## config.mk

```make
export PLATFORM = sky130hd
export DESIGN_NAME = iir_sample_decimator
export DESIGN_NICKNAME = d
export VERILOG_FILES = /design/src/rtl/iir_sample_decimator.sv
export SDC_FILE = /design/constraint.sdc
export NUM_CORES = 1
export LEC_CHECK = 0
export BUFFER_PORTS_ARGS = -buffer_cell sky130_fd_sc_hd__buf_2
export CAP_MARGIN = 20
export CORE_AREA = 2 2 99 101
export CTS_CLUSTER_DIAMETER = 50
export CTS_CLUSTER_SIZE = 14
export DETAILED_ROUTE_END_ITERATION = 7
export DIE_AREA = 0 0 101 103
export PLACE_DENSITY = 0.8
export REMOVE_ABC_BUFFERS = 1
export SLEW_MARGIN = 0
export SYNTH_ARGS = -nofsm -noshare
export SYNTH_HDL_FRONTEND = slang
export SYNTH_SLANG_ARGS = --single-unit
```

## constraint.sdc

```tcl
create_clock -name clk -period 5 [get_ports clk]
set_clock_uncertainty 0.2 [all_clocks]
set_input_delay 1 -clock clk [delete_from_list [all_inputs] [get_ports clk]]
set_output_delay 1 -clock clk [all_outputs]
set_load 0.01 [all_outputs]
```

## src/rtl/iir_sample_decimator.sv

```systemverilog
// Boxcar decimator for the IIR filter output stream. It averages blocks of 2^shift
// samples taken at clk/div and queues the results in a 2-entry valid/ready FIFO.
module iir_sample_decimator #(
    parameter int DATA_WIDTH = 16,
    parameter int COUNT_BITS = 10,
    parameter int MAX_SHIFT  = 4
) (
    input  logic                         clk,
    input  logic                         reset,
    input  logic [COUNT_BITS-1:0]        div,
    input  logic [2:0]                   shift,
    input  logic signed [DATA_WIDTH-1:0] in,
    output logic signed [DATA_WIDTH-1:0] out_data,
    output logic                         out_valid,
    input  logic                         out_ready,
    output logic                         overrun,
    input  logic                         clr_overrun
);

    localparam int ACC_W = DATA_WIDTH + MAX_SHIFT;

    typedef enum logic {IDLE_BLOCK, ACCUM} block_phase_e;

    logic [COUNT_BITS-1:0]   count_q, count_d;
    logic [MAX_SHIFT-1:0]    n_q, n_d;
    logic [2:0]              eff_q, eff_d;
    logic signed [ACC_W-1:0] acc_q, acc_d;
    logic [DATA_WIDTH-1:0]   mem_q [2];
    logic [DATA_WIDTH-1:0]   mem_d [2];
    logic                    wr_q, wr_d, rd_q, rd_d;
    logic [1:0]              cnt_q, cnt_d;
    logic                    overrun_q, overrun_d;

    block_phase_e            phase;
    logic                    stb, push, pop, push_ok, drop;
    logic [2:0]              shift_sat, eff_cur;
    logic [MAX_SHIFT-1:0]    last_n;
    logic signed [ACC_W-1:0] sum;
    logic [DATA_WIDTH-1:0]   result;

    assign stb       = (div != '0) && (count_q == div - COUNT_BITS'(1));
    assign phase     = (n_q == '0) ? IDLE_BLOCK : ACCUM;
    assign shift_sat = (shift > 3'(MAX_SHIFT)) ? 3'(MAX_SHIFT) : shift;
    // The decimation factor is captured at the first sample of a block and held.
    assign eff_cur   = (phase == IDLE_BLOCK) ? shift_sat : eff_q;
    assign last_n    = MAX_SHIFT'((32'd1 << eff_cur) - 32'd1);
    assign sum       = acc_q + ACC_W'(in);
    assign result    = DATA_WIDTH'(sum >>> eff_cur);
    assign push      = stb && (n_q == last_n);
    assign pop       = out_valid && out_ready;
    assign push_ok   = push && ((cnt_q != 2'd2) || pop);
    assign drop      = push && (cnt_q == 2'd2) && !pop;

    assign out_data  = mem_q[rd_q];
    assign out_valid = (cnt_q != 2'd0);
    assign overrun   = overrun_q;

    always_comb begin
        count_d   = count_q;
        n_d       = n_q;
        eff_d     = eff_q;
        acc_d     = acc_q;
        mem_d     = mem_q;
        wr_d      = wr_q;
        rd_d      = rd_q;
        cnt_d     = cnt_q;
        overrun_d = overrun_q;

        count_d = ((div == '0) || stb) ? '0 : count_q + COUNT_BITS'(1);

        if (stb) begin
            if (phase == IDLE_BLOCK) begin
                eff_d = shift_sat;
            end
            if (push) begin
                acc_d = '0;
                n_d   = '0;
            end else begin
                acc_d = sum;
                n_d   = n_q + MAX_SHIFT'(1);
            end
        end

        // When full, a simultaneous pop frees the head slot that wr points at.
        if (pop) begin
            rd_d = ~rd_q;
        end
        if (push_ok) begin
            mem_d[wr_q] = result;
            wr_d        = ~wr_q;
        end
        case ({push_ok, pop})
            2'b10:   cnt_d = cnt_q + 2'd1;
            2'b01:   cnt_d = cnt_q - 2'd1;
            default: cnt_d = cnt_q;
        endcase

        if (drop) begin
            overrun_d = 1'b1;
        end else if (clr_overrun) begin
            overrun_d = 1'b0;
        end
    end

    always_ff @(posedge clk) begin
        if (!reset) begin
            count_q   <= '0;
            n_q       <= '0;
            eff_q     <= '0;
            acc_q     <= '0;
            mem_q[0]  <= '0;
            mem_q[1]  <= '0;
            wr_q      <= 1'b0;
            rd_q      <= 1'b0;
            cnt_q     <= 2'd0;
            overrun_q <= 1'b0;
        end else begin
            count_q   <= count_d;
            n_q       <= n_d;
            eff_q     <= eff_d;
            acc_q     <= acc_d;
            mem_q     <= mem_d;
            wr_q      <= wr_d;
            rd_q      <= rd_d;
            cnt_q     <= cnt_d;
            overrun_q <= overrun_d;
        end
    end

endmodule

```

* Yosys cells after proc, flatten, opt, wreduce, memory -nomap -nowiden
Cells that the tools add are included.
** Storage, ports and cells
- Register bits :: 74
- Bits in latches :: 0
- Bits in writable memories :: 0
- Bits in read-only memories :: 0
- Input port bits :: 33
- Word-level logic and storage cells :: 64
- Memories kept :: 0
** Cells by class
- $add $sub $neg :: 7
- $mul :: 0
- Divide/modulo/power cells :: 0
- Order comparisons :: 4
- Eq/ne operators :: 6
- Shift operators :: 2
- Muxes and demuxes :: 13
- Bitwise gates (word level) :: 5
- Reductions and logical operators :: 17
** Operators by type and width (count)
- 16-bit 2-to-1 mux :: 4
- 32-bit bitwise mux :: 1
- 20-bit by 16-bit adder with 20-bit output :: 1
- 20-bit 2-to-1 mux :: 1
- 20-bit by 3-bit >>> shifter with 16-bit output :: 1
- 16-bit demux with 1-bit select :: 1
- 10-bit by 1-bit adder with 10-bit output (second input constant) :: 1
- 10-bit equality test :: 1
- 10-bit zero test :: 1
- 10-bit nonzero test :: 1
- 10-bit by 1-bit subtractor with 10-bit output (second input constant) :: 1
- 1-bit logical AND :: 7
- 3-bit 2-to-1 mux :: 2
- 2-bit nonzero test :: 3
- 4-bit by 1-bit adder with 4-bit output (second input constant) :: 1
- 2-bit equality test (second input constant) :: 2
- 4-bit equality test :: 1
- 2-bit greater-or-equal comparator (second input constant) :: 2
- 4-bit zero test :: 1
- 4-bit 2-to-1 mux :: 1
- 1-bit NOT with 2-bit output :: 2
- 2-bit one-hot mux with 2 select lines :: 1
- 1-bit by 3-bit left shift with 4-bit output (first input constant) :: 1
- 4-bit by 1-bit subtractor with 4-bit output (second input constant) :: 1
- other kinds (11) :: 15

* Longest topological paths before layout
- Depth after elaboration :: 10
- Gate-level depth with buffers :: 19

* Worst setup path after synthesis
No wires, ideal clock.
- Kind :: flip-flop to flip-flop
- From :: register n_q[0]
- To :: register cnt_q[1]
- Setup time :: 0.076 ns
- Data arrival time :: 4.142 ns
- Required time :: 4.724 ns
- Path slack :: 0.583 ns
- Stages on the path, launching flop included :: 19
- Path buffers :: 3
- Cells stage by stage :: dfxtp_1 > inv_1 > ha_1 > nor3b_1 > buf_1 > mux2i_1 > clkbuf_1 > clkbuf_1 > nand2b_1 > ha_1 > xor2_1 > nor2_1 > and2_1 > o31ai_1 > nor3_1 > inv_1 > ha_1 > or3_1 > a21boi_0
** Between the ends
- Cells in the longest elaborated chain, start to end :: 9
** RTL lines
- start, declared :: RTL line 25 : logic [MAX_SHIFT-1:0] n_q, n_d;
- start signal, assigned :: RTL line 119 : n_q <= n_d;
- 4-bit zero test :: RTL line 42 : assign phase = (n_q == '0) ? IDLE_BLOCK : ACCUM;
- 3-bit 2-to-1 mux
- 1-bit by 3-bit left shift with 4-bit output :: RTL line 46 : assign last_n = MAX_SHIFT'((32'd1 << eff_cur) - 32'd1);
- 4-bit by 1-bit subtractor with 4-bit output :: RTL line 46
- 4-bit equality test (*) :: RTL line 49 : assign push = stb && (n_q == last_n);
- 1-bit logical AND (*) :: RTL line 49
- 1-bit logical AND (*) :: RTL line 51 : assign push_ok = push && ((cnt_q != 2'd2) || pop);
- 2-bit by 1-bit equality test with 1-bit output / 2-bit equality test (equally long branches) :: RTL line 92 : case ({push_ok, pop})
- 2-bit one-hot mux with 2 select lines / 2-bit nonzero test (equally long branches)
- end signal, assigned :: RTL line 125 : cnt_q <= cnt_d;
- end, declared :: RTL line 31 : logic [1:0] cnt_q, cnt_d;
Mark *: on every way between the ends. The rest lies on a longest branch, timed or not.
A chain may end at the register's enable or synchronous reset.

* Worst setup path after layout
Same ends and word-level chain as after synthesis.

==> key figures <==
STA
  – Sum of negative setup slack: 0 ns
  – Number of failing hold endpoints at the final stage: 0
  – Slew at the pin with the worst max-slew slack: 0.897 ns
  – Highest clock rate: 0.222 GHz
  – Worst Setup Slack, final: 0.500 ns
  – Setup repair after global routing missed its margin: false
  – Final Max Tran Viols: 0
  – Min cycle time layout: 4.50 ns
  – Final critical-path share of the clock period: 0.900
  – Headroom to the max-slew limit: 0.402
  – Final setup violation count: 0
  – Final hold slack: 0.265 ns

Setup path
  – Chain of cells forming the critical path: inv_1 -> ha_1 -> nor3b_1 -> buf_4 -> mux2_2 -> nor2_1 -> nand2_1 -> ha_1 -> xor2_1 -> nor4_1 -> o31ai_4 -> nor3_1 -> inv_1 -> ha_1 -> or3_1 -> a21boi_0
  – Source of the worst register-to-register timing path: n_q[0]
  – Cell repeated most along the worst path: sky130_fd_sc_hd__ha_1
  – Cell with the biggest individual delay on the critical path: sky130_fd_sc_hd__nor4_1
  – Signal arrival time at the worst endpoint: 4.60 ns
  – Setup crit start kind: flip-flop
  – Setup slack of the most critical reg-to-reg path: 0.50 ns
  – CP max FO: 15
  – Delay of the slowest cell on the worst path: 0.50 ns
  – Startpoint of the most critical setup path: n_q[0]
  – Cell family contributing the most delay on the critical path: simple AND/OR/NAND/NOR gates
  – Start-to-end type of the worst setup path: reg2reg
  – WP data required: 5.09 ns
  – Buffers and inverters on the worst path: 3
  – Capturing element type of the critical path: flip-flop

Logic synthesis
  – Warnings from Yosys: 0
  – Register area share after synthesis: 0.267
  – Post-synthesis cell type with the largest combined area: sky130_fd_sc_hd__dfxtp_1
  – Most instantiated flip-flop cell in the synthesis netlist: sky130_fd_sc_hd__dfxtp_1
  – Total standard cell area after synthesis: 5560 µm²
  – Largest cells by area after synthesis: sky130_fd_sc_hd__dfxtp_1 (27%), sky130_fd_sc_hd__ha_1 (5.6%), sky130_fd_sc_hd__nand2_1 (5.3%)
  – Post-Syn Instances: 720
  – Ys async rst share: 0
  – Syn_area_per_cell: 7.72 µm²
  – Number of distinct standard cells referenced by the synthesized netlist: 68
  – EDFF count, synth: 0
  – Flops & latches, synth: 74
  – Area share of the largest cell type after synthesis: 0.267

Die
  – Initial core utilization: 0.588
  – Ports placed on the boundary: 51
  – Number of rows in the core area: 36
  – Die X: 101 µm
  – Core region area: 9460 µm²
  – Area of the die: 10400 µm²
  – Vertical extent of the die: 103 µm

CTS
  – Clock tree root buffer cell: sky130_fd_sc_hd__clkbuf_8
  – Number of buffers created by CTS: 9
  – TritonCTS clock tree: done
  – Clock latency on the worst-skew pair: 0.37 ns
  – Clock edge transition at the registers on the reported setup and hold paths: 0.09 ns
  – Number of sinks on the clock net: 74
  – Count of hold buffers inserted by post-cts repair: 0
  – Number of gates given a new drive strength after cts: 0
  – Post-CTS setup repair buffer count: 0
  – H-tree Lvls: 3
  – Maximum root-to-sink buffer count: 2

GRT
  – Via count of the first global-routing pass: 5386
  – Wire length of the first global-routing pass: 25800 µm
  – Remaining global-route overflow: 0
  – Total global routing track utilization: 0.311
  – Maximum number of pins on one net before global-route repair: 54
  – Antenna violations before repair: 0

Placed design
  – Post-placement setup slack: 0.415 ns
  – DP Cell Count: 857
  – Placed cell area: 5910 µm²
  – Placer's final routability congestion estimate: 0.925
  – Total of buffers placed on input and output ports: 50
  – Estimated wirelength of the detail-placed design: 11700 µm

Route
  – First-pass DRT Iterations: 7
  – Total DRC errors in the routed layout: 0
  – Drt via density: 6.48
  – Total Wirelength: 15700 µm
  – Via count: 5653
  – Post-DR wirelength/cell: 17.9 µm
  – Antenna Violating Nets Remaining: 0
  – Initial detailed-routing violation count: 352

Worst hold path
  – Launch point of the worst hold path: mem_q[5]
  – Worst hold path type: reg2reg

Pwr
  – VDD IR max: 0.000146 V
  – Power density cells: 213 nW/µm²
  – Static leakage power: 2.47 nW
  – Total power: 1.30 mW

Cells and area
  – Design Area, Final: 6120 µm²
  – Final net count: 813
  – Share of layout cells above drive strength 1: 0.140
  – Area of the multi-input gates: 3870 µm²
  – Number of antenna repair diodes: 0
  – Combined flip-flop and latch cell area: 1480 µm²
  – Number of cells in the finished layout apart from fillers: 873
  – P&R area growth vs syn: 10.1%
  – Number of filler instances in the final layout: 845
  – Share of the core filled with cells in the final layout: 0.647

Flow run
  – Max-cap violations: 0

Status
  – Outcome: complete, no violations
## report_power, final
part / switching, mW / leakage (nW) / internal, mW
combinational: 0.123 / 1.77 / 0.0715
sequential: 0.00328 / 0.596 / 0.591
clock: 0.262 / 0.103 / 0.250
## layout make-up
type / count / area share
Inverter: 20 / 0.0123
Multi-Input combinational cell: 587 / 0.632
Tap cell: 114 / 0.0233
Clock inverter: 6 / 0.0119
Clock buffer: 10 / 0.0225
Timing Repair Buffer: 62 / 0.0556
Sequential cell: 74 / 0.242
## worst paths after layout
path,endpoint,cells past startpoint
max,cnt_q[1],16
min,mem_q[5],2
max reg2reg,cnt_q[1],16
min reg2reg,mem_q[5],2
## tightest hold or removal path, delay by kind of cell (launching register included)
kind               cells  cell delay, ns
AOI/OAI and AO/OA      1            0.06
and+or+nand+nor        1            0.04
DFF                    1            0.34
## per-layer routing
layer  wire length (µm)  GRT usage  part of all wire
met2               7510      0.532              0.48
met1               6610      0.392              0.42
met5                  0          0                 0
met3               1050     0.0461             0.067
met4                504      0.137             0.032
## synthesized netlist by cell type (all sizes together) (4+ instances only)
master  number
a211oi       8
a21boi      19
a21o         9
a21oi       45
a311oi       5
a31oi        8
and2        14
buf          4
clkbuf      35
dfxtp       74
ha          25
inv         20
mux2        19
mux2i       18
nand2       78
nand2b      10
nand3       45
nand4        8
nor2        58
nor2b       10
nor3        23
nor4         6
o211a        6
o211ai       9
o21a         7
o21ai       38
o31ai       10
or3          7
or4         10
xnor2       22
xor2        13
## logic make-up after synthesis
| family | Yosys count | synth area share |
|---|---|---|
| xor+xnor | 35 | 0.0552 |
| mux | 37 | 0.0709 |
| compound gates | 203 | 0.249 |
| buf+inv | 59 | 0.0414 |
| flops | 74 | 0.267 |
| fa+ha+maj | 26 | 0.0599 |
| simple gates | 286 | 0.257 |
## layout by cell type (no fill, tap or decap), drive strengths merged, types with 18 or more instances in the layout
| cell type | netlist | final |
|---|---|---|
| a21boi | 19 | 19 |
| a21oi | 45 | 45 |
| buf | 4 | 62 |
| dfxtp | 74 | 74 |
| ha | 25 | 25 |
| inv | 20 | 22 |
| mux2 | 19 | 19 |
| mux2i | 18 | 18 |
| nand2 | 78 | 78 |
| nand3 | 45 | 45 |
| nor2 | 58 | 58 |
| nor3 | 23 | 23 |
| o21ai | 38 | 38 |
| xnor2 | 22 | 22 |
## registers in the layout, summed over array words and instances (netlist names)
register	flops
mem_q	32
eff_q	3
count_q	10
acc_q	20
cnt_q	2
wr_q	1
n_q	4
overrun	1
rd_q	1
(Power assumes the default switching activity.)
